## src/rtl/cpu_ctrl_pkg.sv

```systemverilog
// Shared constants and helpers for the multi-cycle CPU control unit.
package cpu_ctrl_pkg;

    localparam int unsigned DEF_SEL_W = 3;
    localparam int unsigned DEF_NUM_T = 8;

    // Width of a one-hot bus decoded from a sel_w-bit index.
    function automatic int unsigned onehot_w(input int unsigned sel_w);
        return 32'(1) << sel_w;
    endfunction

endpackage

```

## src/rtl/onehot_decoder.sv

```systemverilog
// Pure combinational binary-to-one-hot decoder; reused for step and register-select decode.
module onehot_decoder
    import cpu_ctrl_pkg::*;
#(
    parameter int unsigned IN_W = DEF_SEL_W
) (
    input  logic [IN_W-1:0]           sel_i,
    output logic [onehot_w(IN_W)-1:0] onehot_o
);

    localparam int unsigned OUT_W = onehot_w(IN_W);

    always_comb begin
        onehot_o = OUT_W'(1) << sel_i;
    end

endmodule

```

## src/rtl/timing_signal_gen.sv

```systemverilog
// Micro-step sequence counter with clear/load/increment, wrap at NUM_T-1,
// one-hot step decode, last-step flag and illegal-load error pulse.
module timing_signal_gen
    import cpu_ctrl_pkg::*;
#(
    parameter int unsigned SEL_W = DEF_SEL_W,
    parameter int unsigned NUM_T = DEF_NUM_T
) (
    input  logic                       clk,
    input  logic                       rst_n,
    input  logic                       clr_i,
    input  logic                       load_i,
    input  logic [SEL_W-1:0]           load_val_i,
    input  logic                       inc_i,
    output logic [SEL_W-1:0]           count_o,
    output logic [onehot_w(SEL_W)-1:0] t_o,
    output logic                       last_o,
    output logic                       err_o
);

    if (NUM_T < 1 || NUM_T > onehot_w(SEL_W)) begin : g_bad_num_t
        $fatal(1, "timing_signal_gen: NUM_T must be in 1..2**SEL_W");
    end

    localparam logic [SEL_W-1:0] LAST_IDX = SEL_W'(NUM_T - 1);

    logic [SEL_W-1:0] cnt_q, cnt_d;
    logic             err_q, err_d;
    logic             load_legal;

    assign load_legal = (32'(load_val_i) < NUM_T);

    // Next-step selection: clear beats load beats increment beats hold.
    always_comb begin
        cnt_d = cnt_q;
        err_d = 1'b0;
        if (clr_i) begin
            cnt_d = '0;
        end else if (load_i) begin
            if (load_legal) begin
                cnt_d = load_val_i;
            end else begin
                err_d = 1'b1;
            end
        end else if (inc_i) begin
            cnt_d = (cnt_q == LAST_IDX) ? '0 : cnt_q + SEL_W'(1);
        end
    end

    always_ff @(posedge clk or negedge rst_n) begin
        if (!rst_n) begin
            cnt_q <= '0;
            err_q <= 1'b0;
        end else begin
            cnt_q <= cnt_d;
            err_q <= err_d;
        end
    end

    assign count_o = cnt_q;
    assign err_o   = err_q;
    assign last_o  = (cnt_q == LAST_IDX);

    onehot_decoder #(
        .IN_W(SEL_W)
    ) u_dec (
        .sel_i   (cnt_q),
        .onehot_o(t_o)
    );

endmodule

```

## config.mk

```make
export PLATFORM = sky130hd
export DESIGN_NAME = timing_signal_gen
export DESIGN_NICKNAME = d
export VERILOG_FILES = /design/src/rtl/cpu_ctrl_pkg.sv /design/src/rtl/onehot_decoder.sv /design/src/rtl/timing_signal_gen.sv
export SDC_FILE = /design/constraint.sdc
export NUM_CORES = 1
export LEC_CHECK = 0
export BUFFER_PORTS_ARGS = -buffer_cell sky130_fd_sc_hd__buf_2
export CELL_PAD_IN_SITES_DETAIL_PLACEMENT = 1
export CELL_PAD_IN_SITES_GLOBAL_PLACEMENT = 1
export CORE_MARGIN = 2
export CORE_UTILIZATION = 23
export DETAILED_ROUTE_END_ITERATION = 6
export GPL_TIMING_DRIVEN = 0
export PLACE_DENSITY_LB_ADDON = 0.25
export SETUP_SLACK_MARGIN = 0.1
export SYNTH_ARGS = -nofsm -noshare
export SYNTH_HDL_FRONTEND = slang
export SYNTH_SLANG_ARGS = --single-unit
```

## constraint.sdc

```tcl
create_clock -name clk -period 1.6 [get_ports clk]
set_input_delay 0.24 -clock clk [delete_from_list [all_inputs] [get_ports clk]]
set_output_delay 0.24 -clock clk [all_outputs]
set_load 0.02 [all_outputs]
```

== After elaboration in Yosys (flattened, before gate mapping) ==
Cells that the tools add are included.
Word-level totals
  flip-flop bits (word level): 3
  bits of input ports: 8
  output and inout bits: 13
  word-level logic and storage cells: 9
Cells by class
  add/sub/neg operators: 1
  eq/ne operators: 1
  shift-type cells: 1
  mux-type cells: 4
  reduce and logical (&&, ||, !) cells: 1
Operator list (count)
  two-way mux 3 bit: 4
  << shifter 1 x 3 -> 8 bit, first input constant: 1
  adder 3 x 1 -> 3 bit, second input constant: 1
  == test 3 bit, second input constant: 1
  nonzero test 3 bit: 1

== Depth between registers and ports, before layout ==
  depth in word-level cells: 5
  depth in mapped cells: 4

== Modules after synthesis ==
Synthesis repeated with hierarchy kept, for this count alone.
Second synthesis, totals
  cell total of the unflattened synthesis: 26
  area total of the unflattened synthesis: 264.0 sq um
Modules (own cells, without submodules)
  timing_signal_gen: times used 1, cells each 18, area an instance 198.9 sq um, sequential area each 75.1 sq um
  onehot_decoder: times used 1, cells each 8, area an instance 65.1 sq um, sequential area each 0.0 sq um

== Worst setup path before layout ==
No wires, ideal clock.
  path kind: flip-flop to flip-flop
  from: reg cnt_q[0] (netlist: count_o[0])
  to: reg cnt_q[0] (netlist: count_o[0])
  library setup time: 0.096 ns
  arrival: 1.631 ns
  setup slack: -0.127 ns
  stages on the path, launching flop included: 5
  buffers on the path: 0
  cell sequence: dfrtp_1 ha_1 ha_1 or3b_1 a311oi_2
On the way
  longest elaborated chain between the ends: 5
RTL lines
  from (decl): RTL line timing_signal_gen.sv:27  | logic [SEL_W-1:0] cnt_q, cnt_d;
  from (signal assigned): RTL line timing_signal_gen.sv:55  | cnt_q <= cnt_d;
  == test 3 bit
  net last_o: RTL line timing_signal_gen.sv:17  | output logic last_o,
  two-way mux 3 bit: RTL line timing_signal_gen.sv:46  | cnt_d = (cnt_q == LAST_IDX) ? '0 : cnt_q + SEL_W'(1);
  two-way mux 3 bit: RTL line timing_signal_gen.sv:45  | end else if (inc_i) begin
  two-way mux 3 bit: RTL line timing_signal_gen.sv:39  | end else if (load_i) begin
  two-way mux 3 bit: RTL line timing_signal_gen.sv:37  | if (clr_i) begin
The timed path passes the listed nets, and every way through them passes these cells. The select of a mux whose other input is x is not followed.
A chain may end at the register's enable or synchronous reset.

== Worst setup path in the final report ==
  from: reg cnt_q[0] (netlist: count_o[0])
  to: out t_o[7]
On the way
  longest elaborated chain between the ends: 1
RTL lines
  << shifter 1 x 3 -> 8 bit: RTL line onehot_decoder.sv:14  | onehot_o = OUT_W'(1) << sel_i;
  to (decl): RTL line timing_signal_gen.sv:16  | output logic [onehot_w(SEL_W)-1:0] t_o,
Every way passes these cells.

==> flow_metrics.tcl <==
set metrics [dict create \
    synth_top_family_by_area "simple AND/OR/NAND/NOR gates" \
    setup_tns_ns 0 \
    drive_gt1_share_pct 56.9 \
    dieHeight_um 40.9 \
    period_share_pct 94.1 \
    muxShareOfSynthArea_pct 0 \
    period_needed_ns 1.51 \
    fin_skew_ns 0.00231 \
    place_ws_ns 0.0809 \
    final_cell_mix "buf_2, nor2b_1, and2_1" \
    reg2reg_slack_ns 0.13 \
    portBuffers 19 \
    die-area_um2 1670 \
    wl_um 739 \
    drv_slew 0 \
    fin_ws_ns 0.0943 \
    p_per_area_nw_per_um2 656 \
    fp.dieW_um 40.9 \
    antenna_found_initial 0 \
    clk_latency_ns 0.24 \
    syn2layout_area_growth_pct 65.2 \
    cts_buffer_depth 2 \
    hp-class "input port to flip-flop" \
    drc_errors 0 \
    wire_per_inst_um 10.1 \
    synth_top_area_share_pct 24.0 \
    cts_tree "yes" \
    cts-root-buf "clkbuf_4" \
    ioPinCount 21 \
    clkTransAtPathRegs_ns 0.03 \
    core-area_um2 1280 \
    synth_fp_nets 48 \
    syn-instance-count 34 \
    synth_top_area_cell "dfrtp_1" \
    worstPathMaxFanout 6 \
    cp.arrival_ns 1.27 \
    clock_sinks 3 \
    viasPerCell 4.42 \
    end_kind "primary output" \
    insertedDiodeCount 0 \
    finalNonFillerCells 73 \
    synth.avg_cell_area_um2 9.20 \
    ys_seq_area_share_pct 24.0 \
    gp_congestion 0.694 \
    place_hpwl_um 603 \
    final_util_pct 40.2 \
    yosysWarningCount 0 \
    ys_ff_latch 3 \
    synth_compound_area_share_pct 10.4 \
    grt_pass1_vias 293 \
    cp.required_ns 1.36 \
    synthTopCellsByArea "dfrtp_1, ha_1, nor2b_1" \
    synth_adder_area_share_pct 24.0 \
    synth-simple-area-share_pct 30.8 \
    start_kind "flip-flop" \
    h-tree-depth 1 \
    syn_area_um2 313 \
    peakVddDrop_mv 0.180 \
    hold_violations 0 \
    drt_iter0_drc 0 \
    cts_buffers 3 \
    postRouteAntennaNets 0 \
    critPathKind "flip-flop to primary output" \
    grt_use_total_pct 10.9 \
    firstDrtPassIters 1 \
    maxCapViolCount 0 \
    fmax_ghz 0.664 \
    setup_viol 0 \
    rsz0062_at_grt "true" \
    rows 13 \
    gr-total-overflow 0 \
    yosysUniqueCellTypes 14 \
    vias 323 \
    leakagePower_nw 0.264 \
    dp_cells 68 \
    fin_nets 73 \
    post_cts.repair.setup_buffers 0 \
    grt_pass1_wl_mm 1.15 \
    timing.hold.ws_ns 0.215 \
    start_util_pct 24.3 \
    outcome "complete, no violations" \
    grt_max_degree 11 \
    synth-xor-area-share_pct 0 \
    largest_register_ffs 3 \
    final_common_cell "buf_2" \
]
[layout make-up]
class,count,area (um2)
sequential,3,78.8
fill,167,768
clock buffer,4,26.3
tap,15,18.8
inverter,4,15.0
multi-input combinational,25,243
timing repair buffer,20,116
buffer,2,18.8
[per-layer routing]
metal	share of wire [%]	vias up	GRT usage, %
li1	-	156	-
met1	38	153	12.2
met2	53	12	17.2
met3	5.1	2	0.543
met4	3.1	0	12.5
met5	0	-	0
[kinds of logic after synthesis]
group	after synthesis
AO/OA/AOI/OAI	3
adder cells (fa/ha/maj)	6
buffers and inverters	6
flip-flops	3
other	1
AND/OR/NAND/NOR	15
[synth_stat cells]
cell,instances
a311oi_1,1
a311oi_2,1
and2_1,4
buf_4,2
conb_1,1
dfrtp_1,3
ha_1,6
inv_1,4
nand2b_1,2
nand3b_1,2
nor2_1,1
nor2b_1,5
o41ai_1,1
or3b_1,1
[worst max-delay path, cell delays in order (launching register included)]
cell and delay [ns]:
dfrtp_2 0.45, ha_4 0.19, ha_4 0.16, buf_6 0.11, buf_6 0.12
[worst paths after layout]
check / cells after the start / from / to
max: 4 / count_o[0] / t_o[7]
max reg2reg: 4 / count_o[0] / count_o[0]
min in group asynchronous: 2 / rst_n / count_o[2]
max in group asynchronous: 2 / rst_n / count_o[0]
min: 2 / clr_i / count_o[0]
min reg2reg: 2 / count_o[1] / count_o[1]
[repair_timing]
item / 4_1_cts / 5_1_grt
hold buffers: 1 / 0
resized for setup: 5 / 4
setup endpoints to repair: 2 / 6
hold endpoints to repair: 3 / 0
pin swaps: 1 / 1
[per-stage QoR]
step / instance area, um2 / total power, mW
floorplan: 340 / 0.159
CTS: 509 / 0.347
finish: 517 / 0.339
global route: 517 / 0.364
global placement: 454 / 0.196
detailed placement: 454 / 0.197
[where the power goes]
part,internal [mW],switching [mW]
Sequential,0.0833,0.0139
Clock,0.0936,0.0423
Combinational,0.0486,0.0574
(Power assumes the default switching activity.)
